$ cat src/rtl/map_scroll_renderer.sv
// Scrolling background renderer: screen pixel -> wrapped source-map address -> ROM -> palette -> registered RGB.
// Blank and in-range flags are delayed alongside the ROM read so one pixel's outputs leave together.
module map_scroll_renderer #(
  parameter int SRC_W       = 320,
  parameter int SRC_H       = 240,
  parameter int SCALE_SHIFT = 1,
  parameter int IDX_W       = 2,
  parameter int ROM_LAT     = 1,
  parameter int ADDR_W      = 17,
  parameter int TRANSP_IDX  = 0
) (
  input  logic              vga_clk,
  input  logic              reset,
  input  logic [9:0]        DrawX,
  input  logic [9:0]        DrawY,
  input  logic              blank,
  input  logic [8:0]        scroll_x_in,
  input  logic [7:0]        scroll_y_in,
  input  logic              scroll_load,
  output logic              scroll_err,
  output logic [ADDR_W-1:0] rom_address,
  input  logic [IDX_W-1:0]  rom_q,
  output logic [IDX_W-1:0]  pal_index,
  input  logic [3:0]        pal_red,
  input  logic [3:0]        pal_green,
  input  logic [3:0]        pal_blue,
  output logic [3:0]        red,
  output logic [3:0]        green,
  output logic [3:0]        blue,
  output logic              opaque
);

  localparam int          AW1     = ADDR_W + 1;
  localparam logic [10:0] SRC_W_L = 11'(SRC_W);
  localparam logic [10:0] SRC_H_L = 11'(SRC_H);

  logic [8:0]        stg_x_q, stg_x_d, act_x_q, act_x_d;
  logic [7:0]        stg_y_q, stg_y_d, act_y_q, act_y_d;
  logic              scroll_err_q, scroll_err_d;
  logic [ADDR_W-1:0] rom_address_q, rom_address_d;
  logic [ROM_LAT:0]  act_dly_q, act_dly_d;
  logic [3:0]        red_q, red_d, green_q, green_d, blue_q, blue_d;
  logic              opaque_q, opaque_d;

  logic              frame_start, load_ok, in_range;
  logic [10:0]       hx, hy, sx_sum, sy_sum, sx, sy;

  always_comb begin
    stg_x_d      = stg_x_q;
    stg_y_d      = stg_y_q;
    scroll_err_d = 1'b0;
    frame_start  = (DrawX == 10'd0) && (DrawY == 10'd0);
    load_ok      = ({2'b00, scroll_x_in} < SRC_W_L) && ({3'b000, scroll_y_in} < SRC_H_L);
    if (scroll_load) begin
      if (load_ok) begin
        stg_x_d = scroll_x_in;
        stg_y_d = scroll_y_in;
      end else begin
        scroll_err_d = 1'b1;
      end
    end

    // Commit at frame start uses the pre-load staged value; the frame-start
    // pixel itself already renders with the newly committed offset.
    act_x_d = frame_start ? stg_x_q : act_x_q;
    act_y_d = frame_start ? stg_y_q : act_y_q;

    hx       = 11'(DrawX >> SCALE_SHIFT);
    hy       = 11'(DrawY >> SCALE_SHIFT);
    in_range = (hx < SRC_W_L) && (hy < SRC_H_L);

    sx_sum = hx + {2'b00, act_x_d};
    sy_sum = hy + {3'b000, act_y_d};
    sx     = (sx_sum >= SRC_W_L) ? (sx_sum - SRC_W_L) : sx_sum;
    sy     = (sy_sum >= SRC_H_L) ? (sy_sum - SRC_H_L) : sy_sum;

    rom_address_d = in_range ? ADDR_W'(AW1'(sy) * AW1'(SRC_W) + AW1'(sx)) : '0;
    act_dly_d     = {act_dly_q[ROM_LAT-1:0], blank & in_range};

    red_d    = 4'd0;
    green_d  = 4'd0;
    blue_d   = 4'd0;
    opaque_d = 1'b0;
    if (act_dly_q[ROM_LAT]) begin
      red_d    = pal_red;
      green_d  = pal_green;
      blue_d   = pal_blue;
      opaque_d = (rom_q != IDX_W'(TRANSP_IDX));
    end
  end

  always_ff @(posedge vga_clk) begin
    if (reset) begin
      stg_x_q       <= '0;
      stg_y_q       <= '0;
      act_x_q       <= '0;
      act_y_q       <= '0;
      scroll_err_q  <= 1'b0;
      rom_address_q <= '0;
      act_dly_q     <= '0;
      red_q         <= 4'd0;
      green_q       <= 4'd0;
      blue_q        <= 4'd0;
      opaque_q      <= 1'b0;
    end else begin
      stg_x_q       <= stg_x_d;
      stg_y_q       <= stg_y_d;
      act_x_q       <= act_x_d;
      act_y_q       <= act_y_d;
      scroll_err_q  <= scroll_err_d;
      rom_address_q <= rom_address_d;
      act_dly_q     <= act_dly_d;
      red_q         <= red_d;
      green_q       <= green_d;
      blue_q        <= blue_d;
      opaque_q      <= opaque_d;
    end
  end

  assign scroll_err  = scroll_err_q;
  assign rom_address = rom_address_q;
  assign pal_index   = rom_q;
  assign red         = red_q;
  assign green       = green_q;
  assign blue        = blue_q;
  assign opaque      = opaque_q;

endmodule

$ cat config.mk
export PLATFORM = sky130hd
export DESIGN_NAME = map_scroll_renderer
export DESIGN_NICKNAME = d
export VERILOG_FILES = /design/src/rtl/map_scroll_renderer.sv
export SDC_FILE = /design/constraint.sdc
export NUM_CORES = 1
export LEC_CHECK = 0
export BUFFER_PORTS_ARGS = -buffer_cell sky130_fd_sc_hd__buf_4
export CAP_MARGIN = 20
export CORE_MARGIN = 2
export CORE_UTILIZATION = 40
export DETAILED_ROUTE_END_ITERATION = 16
export SLEW_MARGIN = 20
export SYNTH_ARGS = -nofsm -noshare
export SYNTH_HDL_FRONTEND = slang
export SYNTH_SLANG_ARGS = --single-unit
$ cat constraint.sdc
create_clock -name vga_clk -period 7.15 [get_ports vga_clk]
set_clock_uncertainty 0.2 [all_clocks]
set_input_delay 0.3575 -clock vga_clk [delete_from_list [all_inputs] [get_ports vga_clk]]
set_output_delay 0.3575 -clock vga_clk [all_outputs]
set_load 0.01 [all_outputs]
==> results of run 1 <==
per-layer routing:
metal | up-vias | track usage (%) | part of all wire [%]
met3 | 20 | 3.92 | 5.2
met2 | 84 | 30.6 | 47
met1 | 1628 | 22.0 | 45
met4 | 0 | 6.67 | 2.7
li1 | 1816 | - | -
met5 | - | 0 | 0
path summary, 6_finish.rpt:
check / endpoint / startpoint / depth (start not counted)
worst min register to register: act_dly_q[1] / act_dly_q[0] / 1
worst max-delay path: rom_address[16] / DrawX[3] / 25
worst max register to register: rom_address[16] / stg_y_q[1] / 21
worst min-delay path: green[2] / pal_green[2] / 2
worst max-delay path, stage by stage:
cell      delay (ns)
buf_4           0.12
nor4_1          0.43
nand2_1         0.12
nor2_2          0.26
mux2i_1         0.38
inv_1           0.08
ha_1            0.29
a211oi_1        0.41
o211ai_1        0.16
o211ai_1        0.17
ha_1            0.26
or4b_4          0.50
a21oi_1         0.24
nor2_1          0.10
xnor2_1         0.23
ha_1            0.31
fa_1            0.48
ha_1            0.32
o21a_1          0.13
o31ai_1         0.07
a21oi_1         0.22
and3_1          0.25
a211oi_1        0.10
or3_1           0.31
mux2i_1         0.13
flip-flops by register name, summed over array words and instances, names as in the netlist:
name / flops
act_x_q: 9
green: 4
opaque: 1
stg_x_q: 9
act_dly_q: 2
blue: 4
stg_y_q: 8
red: 4
scroll_err: 1
act_y_q: 8
rom_address: 17
cell families after synthesis:
family | count (synthesis) | share of synthesized area [%]
adder cells (fa/ha/maj) | 43 | 13.7
buffers and inverters | 35 | 3.58
flip-flops | 67 | 32.2
multiplexers | 37 | 9.38
AND/OR/NAND/NOR | 159 | 20.9
AO/OA/AOI/OAI | 92 | 16.1
XOR/XNOR | 20 | 4.21
through the flow:
| step | cell area [sq um] | hold slack (ns) |
|---|---|---|
| 4_1_cts | 5230 | 0.00101 |
| 6_report | 5230 | 0.0176 |
| 3_5_place_dp | 4960 | 0.230 |
| 2_1_floorplan | 4160 | 0.214 |
| 5_1_grt | 5230 | 0.00241 |
| 3_3_place_gp | 4960 | 0.226 |
report_power, final:
group,switching [mW],internal (mW)
clock,0.145,0.268
sequential,0.00498,0.386
combinational,0.120,0.113
final cells by class:
type | count | area share (%)
Sequential cell | 67 | 25.6
Timing Repair Buffer | 93 | 13.3
Clock buffer | 10 | 2.44
Inverter | 22 | 1.58
Multi-Input combinational cell | 351 | 51.1
Tap cell | 136 | 3.25
Clock inverter | 6 | 2.63
timing repair:
item	in CTS	in global routing
setup endpoints to repair	0	2
hold buffers	0	0
resized for setup	0	1
endpoints found under the hold margin	0	0
cells in the final DEF, fill, tap and decap left out, types with 15 or more instances in the layout:
| cell type | count |
|---|---|
| nor2_1 | 46 |
| nor2b_1 | 21 |
| and2_1 | 19 |
| buf_4 | 93 |
| a21oi_1 | 16 |
| inv_1 | 22 |
| o21ai_0 | 18 |
| mux2i_1 | 21 |
| xnor2_1 | 15 |
| mux2_2 | 16 |
| ha_1 | 39 |
| dfxtp_1 | 67 |
==> results.json, run 1 <==
{
  "outcome": "completed",
  "synthCells": 453,
  "clockRootBuffer": "clkbuf_8",
  "synth_top_area_share_pct": 32.2,
  "port_buffers": 87,
  "num_rows": 37,
  "yosysSeqAreaShare_pct": 32.2,
  "yosysWarnings": 0,
  "clockBufferDepth": 2,
  "overflow": 0,
  "async_reset_ff_share_pct": 0,
  "rsz0062_at_grt": "false",
  "routed_wl_um": 9630,
  "first_global_vias": 3476,
  "register_area_sq_mm": 0.00134,
  "yosysMostFrequentCell": "dfxtp_1",
  "synth_seq_cells": 67,
  "tightest_slew_ns": 0.984,
  "cts_buffers": 9,
  "vias_per_cell": 5.18,
  "yosysUniqueCellTypes": 65,
  "crit_fanout": 6,
  "via_count": 3548,
  "hpwl_um": 7610,
  "ys.flop_type": "dfxtp_1",
  "place_congestion": 0.852,
  "cts_tree": "yes",
  "antenna_left": 0,
  "peakVddDrop_uv": 82.7,
  "worstSetupStartpointType": "input port",
  "r2r_setup_slack_ns": 1.49,
  "synth_fp_nets": 551,
  "report.final.hold_viol_count": 0,
  "diodes": 0,
  "post-route-period-util_pct": 89.1,
  "antenna_found_initial": 0,
  "grt_usage_pct": 17.9,
  "path_clk_slew_ns": 0.07,
  "multi_input_area_sq_mm": 0.00267,
  "start_util_pct": 40.7,
  "num-fill-cells": 979,
  "fmax_ghz": 0.157,
  "yosysTopAreaCell": "dfxtp_1",
  "grt_pass1_wl_um": 16100,
  "dieArea_sq_mm": 0.0112,
  "drt_iter0_markers": 113,
  "setup_ws_ns": 0.777,
  "die_h_um": 106,
  "drive_gt1_share_pct": 25.1,
  "instances_no_fill": 685,
  "worst_skew_pair.late_latency_ns": 0.34,
  "syn_to_final_growth_pct": 25.7,
  "fin_nets": 642,
  "core_sq_mm": 0.0102,
  "netlist_top_cells_area": "dfxtp_1 (32%), ha_1 (12%), mux2i_1 (5.1%)",
  "fin_crit_ns": 6.37,
  "tns_ns": 0,
  "synth_commonest_cells": "dfxtp_1 (67), nor2_1 (47), ha_1 (39)",
  "drt-pass1-iter-count": 4,
  "synth-edff-count": 0,
  "power_per_cell_area_mw_per_mm2": 198,
  "htreeDepth": 3,
  "cp_data_required_time_ns": 7.22,
  "avgSynthCellArea_sq_um": 9.19,
  "die_width_um": 106,
  "postCtsSetupBuffers": 0,
  "finalMaxSlewViolations": 0,
  "synthesis.area_sq_mm": 0.00416,
  "worst_setup_path_end_kind": "flip-flop",
  "leakage_nw": 2.45,
  "cts_sinks": 67,
  "drv_cap": 0,
  "dp_cells": 669,
  "routedWlPerCell_um": 14.1,
  "total_power_mw": 1.04,
  "hold_path_class": "input port to flip-flop",
  "drc_errors": 0,
  "crit_type": "input port to flip-flop",
  "post-place-ws_ns": 0.308,
  "utilization_pct": 51.1,
  "io_pins": 88,
  "setup_violations": 0,
  "relSlewSlack_pct": 34.2,
  "grt_max_degree": 39,
  "critical_path_arrival_ns": 6.44
}
(Power assumes the default switching activity.)
==> run 2: changes to the inputs <==
--- a/config.mk
+++ b/config.mk
@@ -7,9 +7,13 @@
 export LEC_CHECK = 0
 export BUFFER_PORTS_ARGS = -buffer_cell sky130_fd_sc_hd__buf_4
 export CAP_MARGIN = 20
+export CELL_PAD_IN_SITES_DETAIL_PLACEMENT = 1
+export CELL_PAD_IN_SITES_GLOBAL_PLACEMENT = 1
 export CORE_MARGIN = 2
 export CORE_UTILIZATION = 40
 export DETAILED_ROUTE_END_ITERATION = 16
+export PLACE_DENSITY_LB_ADDON = 0.1
+export SETUP_SLACK_MARGIN = 0.15
 export SLEW_MARGIN = 20
 export SYNTH_ARGS = -nofsm -noshare
 export SYNTH_HDL_FRONTEND = slang
==> results.json, run 2 (synthesized netlist as in run 1, its figures left out) <==
{
  "instances_no_fill": 697,
  "hold_path_class": "input port to flip-flop",
  "holdWs_ns": 0.0166,
  "cp_data_required_time_ns": 7.22,
  "peakVddDrop_uv": 78.3,
  "crit_fanout": 17,
  "final_cell_mix": "buf_4 (100), dfxtp_1 (67), nor2_1 (47), ha_1 (39), inv_1 (22)",
  "drv_cap": 0,
  "leakage_nw": 2.49,
  "tightest_slew_ns": 0.965,
  "critical_path_arrival_ns": 6.56,
  "via_count": 3682,
  "cts_sinks": 67,
  "crit_type": "input port to flip-flop",
  "drt_iter0_markers": 121,
  "rsz0062_at_grt": "false",
  "clockRootBuffer": "clkbuf_8",
  "post-place-ws_ns": 0.246,
  "core_sq_mm": 0.0102,
  "htreeDepth": 3,
  "first_global_vias": 3873,
  "hpwl_um": 8790,
  "postCtsSetupBuffers": 0,
  "reg2reg_depth": 22,
  "worst_skew_pair.late_latency_ns": 0.34,
  "fin_nets": 654,
  "antenna_left": 0,
  "slowest_delay_ns": 0.50,
  "fin_crit_ns": 6.49,
  "syn_to_final_growth_pct": 27.6,
  "dieArea_sq_mm": 0.0112,
  "worst_setup_path_end_kind": "flip-flop",
  "drc_errors": 0,
  "whs_path_depth": 2,
  "cts_tree": "yes",
  "report.final.hold_viol_count": 0,
  "routed_wl_um": 11200,
  "grt_pass1_wl_um": 18800,
  "finalInstanceArea_sq_mm": 0.00531,
  "cpMostUsedCell": "ha_1",
  "tns_ns": 0,
  "io_pins": 88,
  "power_per_cell_area_mw_per_mm2": 189,
  "die_h_um": 106,
  "port_buffers": 87,
  "vias_per_cell": 5.28,
  "finalMaxSlewViolations": 0,
  "setup_ws_ns": 0.659,
  "grt_max_degree": 39,
  "drt-pass1-iter-count": 4,
  "num_rows": 37,
  "setup_violations": 0,
  "final_common_cell": "buf_4",
  "relSlewSlack_pct": 35.5,
  "clockBufferDepth": 2,
  "grt_usage_pct": 20.9,
  "antenna_found_initial": 0,
  "start_util_pct": 40.7,
  "path_clk_slew_ns": 0.07,
  "worstSetupStartpointType": "input port",
  "dp_cells": 676,
  "largest_reg_flops": 17,
  "diodes": 0,
  "placed_area_sq_mm": 0.00502,
  "utilization_pct": 51.9,
  "place_congestion": 0.855,
  "routedWlPerCell_um": 16.0,
  "cts_buffers": 9,
  "overflow": 0,
  "total_power_mw": 1.01,
  "drive_gt1_share_pct": 26.2,
  "post-route-period-util_pct": 90.8,
  "outcome": "completed",
  "fmax_ghz": 0.154,
  "crit_slowest_cell": "or4b_4",
  "die_width_um": 106
}
==> run 2: cell count changes in the layout (fill, tap and decap cells not counted), sizes merged <==
cell	previous run	this run
bufinv	4	2
clkbuf	10	12
buf	93	100
clkinvlp	0	1
dlygate4sd3	0	5
clkinv	2	1
==> run 2: repair_timing <==
item / in CTS / in global routing
endpoints found under the setup margin: 0 / 1
hold endpoints to repair: 0 / 5
resized for setup: 0 / 3
hold buffers: 0 / 5
==> run 2: final timing paths <==
| check | end | from | slack, ns |
|---|---|---|---|
| setup / recovery | rom_address[16] | DrawY[9] | 0.66 |
| hold / removal | red[3] | pal_red[3] | 0.02 |
| setup reg to reg | rom_address[16] | stg_y_q[0] | 1.52 |
| hold reg to reg | act_dly_q[1] | act_dly_q[0] | 0.25 |
==> run 2: metal layers <==
layer / part of all wire (%) / track usage (%) / vias up
met2: 52 / 38.6 / 56
met5: 0 / 0 / -
met3: 3.4 / 3.92 / 13
met4: 1.2 / 5.64 / 0
met1: 43 / 24.7 / 1777
li1: - / - / 1836
==> run 2: area by class of cell <==
cell class                      instances  area, sq um
Timing Repair Buffer                  105          801
Multi-Input combinational cell        351         2690
Clock buffer                           12          155
Fill cell                            1217         4920
Tap cell                              136          170
Sequential cell                        67         1340
Clock inverter                          4         72.6
Inverter                               22         82.6
==> run 2: critical path: cells and delay by family <==
family	cells	cell delay, ns
multiplexers	2	0.35
XOR/XNOR	2	0.46
AND/OR/NAND/NOR	8	2.03
adder cells (fa/ha/maj)	6	1.98
buffers and inverters	3	0.47
AO/OA/AOI/OAI	6	0.89
==> run 2: where the power goes <==
part	switching (mW)	internal [mW]	total (mW)
clock network	0.145	0.215	0.360
registers	0.00500	0.386	0.391
logic	0.132	0.123	0.255
total	0.282	0.724	1.01
==> run 3: changes to the inputs <==
==> constraint.sdc (replaced) <==
create_clock -name vga_clk -period 7.2 [get_ports vga_clk]
set_clock_uncertainty 0.2 [all_clocks]
set_input_delay 0.36 -clock vga_clk [delete_from_list [all_inputs] [get_ports vga_clk]]
set_output_delay 0.36 -clock vga_clk [all_outputs]
set_load 0.01 [all_outputs]
==> results.json, run 3 (synthesized netlist as in run 1, its figures left out) <==
{
  "outcome": "completed",
  "vias_per_cell": 5.33,
  "final_cell_mix": "buf_4 (98), dfxtp_1 (67), nor2_1 (46), ha_1 (39), inv_1 (22)",
  "worstSetupStartpointType": "input port",
  "dieArea_sq_mm": 0.0112,
  "tightest_slew_ns": 0.928,
  "routed_wl_um": 11200,
  "start_util_pct": 40.7,
  "routedWlPerCell_um": 16.1,
  "r2r_end": "rom_address[16]",
  "setup_violations": 0,
  "io_pins": 88,
  "placed_area_sq_mm": 0.00500,
  "antenna_left": 0,
  "die_h_um": 106,
  "grt_pass1_wl_um": 18900,
  "fin_crit_ns": 6.38,
  "crit_type": "input port to flip-flop",
  "tns_ns": 0,
  "hold_path_class": "input port to flip-flop",
  "htreeDepth": 3,
  "cts_sinks": 67,
  "cts_tree": "yes",
  "via_count": 3707,
  "met2_length_um": 5690,
  "worst_skew_pair.late_latency_ns": 0.34,
  "num-fill-cells": 1185,
  "num_rows": 37,
  "drt-pass1-iter-count": 4,
  "critical_path_arrival_ns": 6.46,
  "crit_fanout": 12,
  "startpoint": "DrawY[5]",
  "leakage_nw": 2.46,
  "place_congestion": 0.814,
  "drc_errors": 0,
  "post-route-period-util_pct": 88.6,
  "drt_iter0_markers": 84,
  "wl_met1_um": 4840,
  "power_per_cell_area_mw_per_mm2": 176,
  "hpwl_um": 8860,
  "r2r-start": "stg_y_q[0]",
  "clockBufferDepth": 2,
  "syn_to_final_growth_pct": 26.0,
  "largest_reg_flops": 17,
  "path_clk_slew_ns": 0.07,
  "worst_setup_path_end_kind": "flip-flop",
  "drive_gt1_share_pct": 26.1,
  "fmax_ghz": 0.157,
  "die_width_um": 106,
  "critPathCapture": "rom_address[16]",
  "peakVddDrop_uv": 80.5,
  "rsz0062_at_grt": "false",
  "first_global_vias": 3923,
  "finalMaxSlewViolations": 0,
  "antenna_found_initial": 0,
  "reg2reg_depth": 22,
  "final_common_cell": "buf_4",
  "finalInstanceArea_sq_mm": 0.00524,
  "utilization_pct": 51.2,
  "grt_usage_pct": 20.9,
  "wl_met3_um": 333,
  "diodes": 0,
  "overflow": 0,
  "fin_nets": 652,
  "core_sq_mm": 0.0102,
  "drv_cap": 0,
  "slowest_delay_ns": 0.39,
  "crit_slowest_cell": "nor4_1",
  "cts_buffers": 9,
  "port_buffers": 87,
  "clockRootBuffer": "clkbuf_8",
  "total_power_mw": 0.924,
  "relSlewSlack_pct": 38.0,
  "highest_layer": "met4",
  "report.final.hold_viol_count": 0,
  "grt_max_degree": 39,
  "r2r_setup_slack_ns": 1.53,
  "cp_data_required_time_ns": 7.28
}
==> run 3: cell types whose count changed in the layout (fill, tap and decap cells not counted), sizes merged <==
cell	previous run	this run
clkinv	1	4
buf	100	98
bufinv	2	0
clkbuf	12	11
==> run 3: what timing repair did <==
item,in CTS,in global routing
gates resized for setup,0,3
endpoints found under the setup margin,0,1
hold buffers,4,1
setup buffers,0,0
hold endpoints to repair,4,1
==> run 3: power by group <==
group | total (mW) | switching [mW] | internal [mW]
registers | 0.389 | 0.00534 | 0.384
clock network | 0.283 | 0.142 | 0.141
logic | 0.251 | 0.130 | 0.121
total | 0.924 | 0.277 | 0.646
==> run 3: worst min path at each step <==
| stage | start | endpoint | slack, ns | depth (start not counted) |
|---|---|---|---|---|
| 6_report | pal_red[1] | red[1] | 0.02 | 2 |
| 5_1_grt | pal_red[1] | red[1] | 0.005 | 2 |
| 3_3_place_gp | act_dly_q[0] | act_dly_q[1] | 0.23 | 1 |
| 2_1_floorplan | act_dly_q[0] | act_dly_q[1] | 0.21 | 1 |
| 4_1_cts | pal_green[1] | green[1] | 0.0009 | 2 |
| 3_5_place_dp | act_dly_q[0] | act_dly_q[1] | 0.24 | 1 |
==> run 3: routing by layer <==
layer  vias up  GRT usage [%]
met5         -              0
met4         0           7.99
met3        25           3.80
met2        63           37.9
met1      1783           24.3
li1       1836              -
==> run 3: critical path, delay by kind of cell <==
kind                     cells  cell delay [ns]
AO/OA/AOI/OAI                8             1.62
XOR/XNOR                     1             0.26
adder cells (fa/ha/maj)      3             0.80
buffers and inverters        5             0.78
multiplexers                 2             0.46
AND/OR/NAND/NOR              9             2.17
==> run 3: stage by stage <==
stage	setup WS, ns	hold WS (ns)	std cells
global route	0.171	0.00482	695
floorplan	0.703	0.214	453
detailed placement	0.216	0.245	674
global placement	0.298	0.228	674
CTS	0.593	0.000950	694
finish	0.818	0.0170	695
==> run 3: layout make-up <==
class                           count  area [sq um]  area share [%]
Timing Repair Buffer              103           786            15.0
Sequential cell                    67          1340            25.6
Clock buffer                       11           151            2.89
Multi-Input combinational cell    351          2680            51.2
Inverter                           22          82.6            1.58
Clock inverter                      5          27.5           0.525
Tap cell                          136           170            3.25
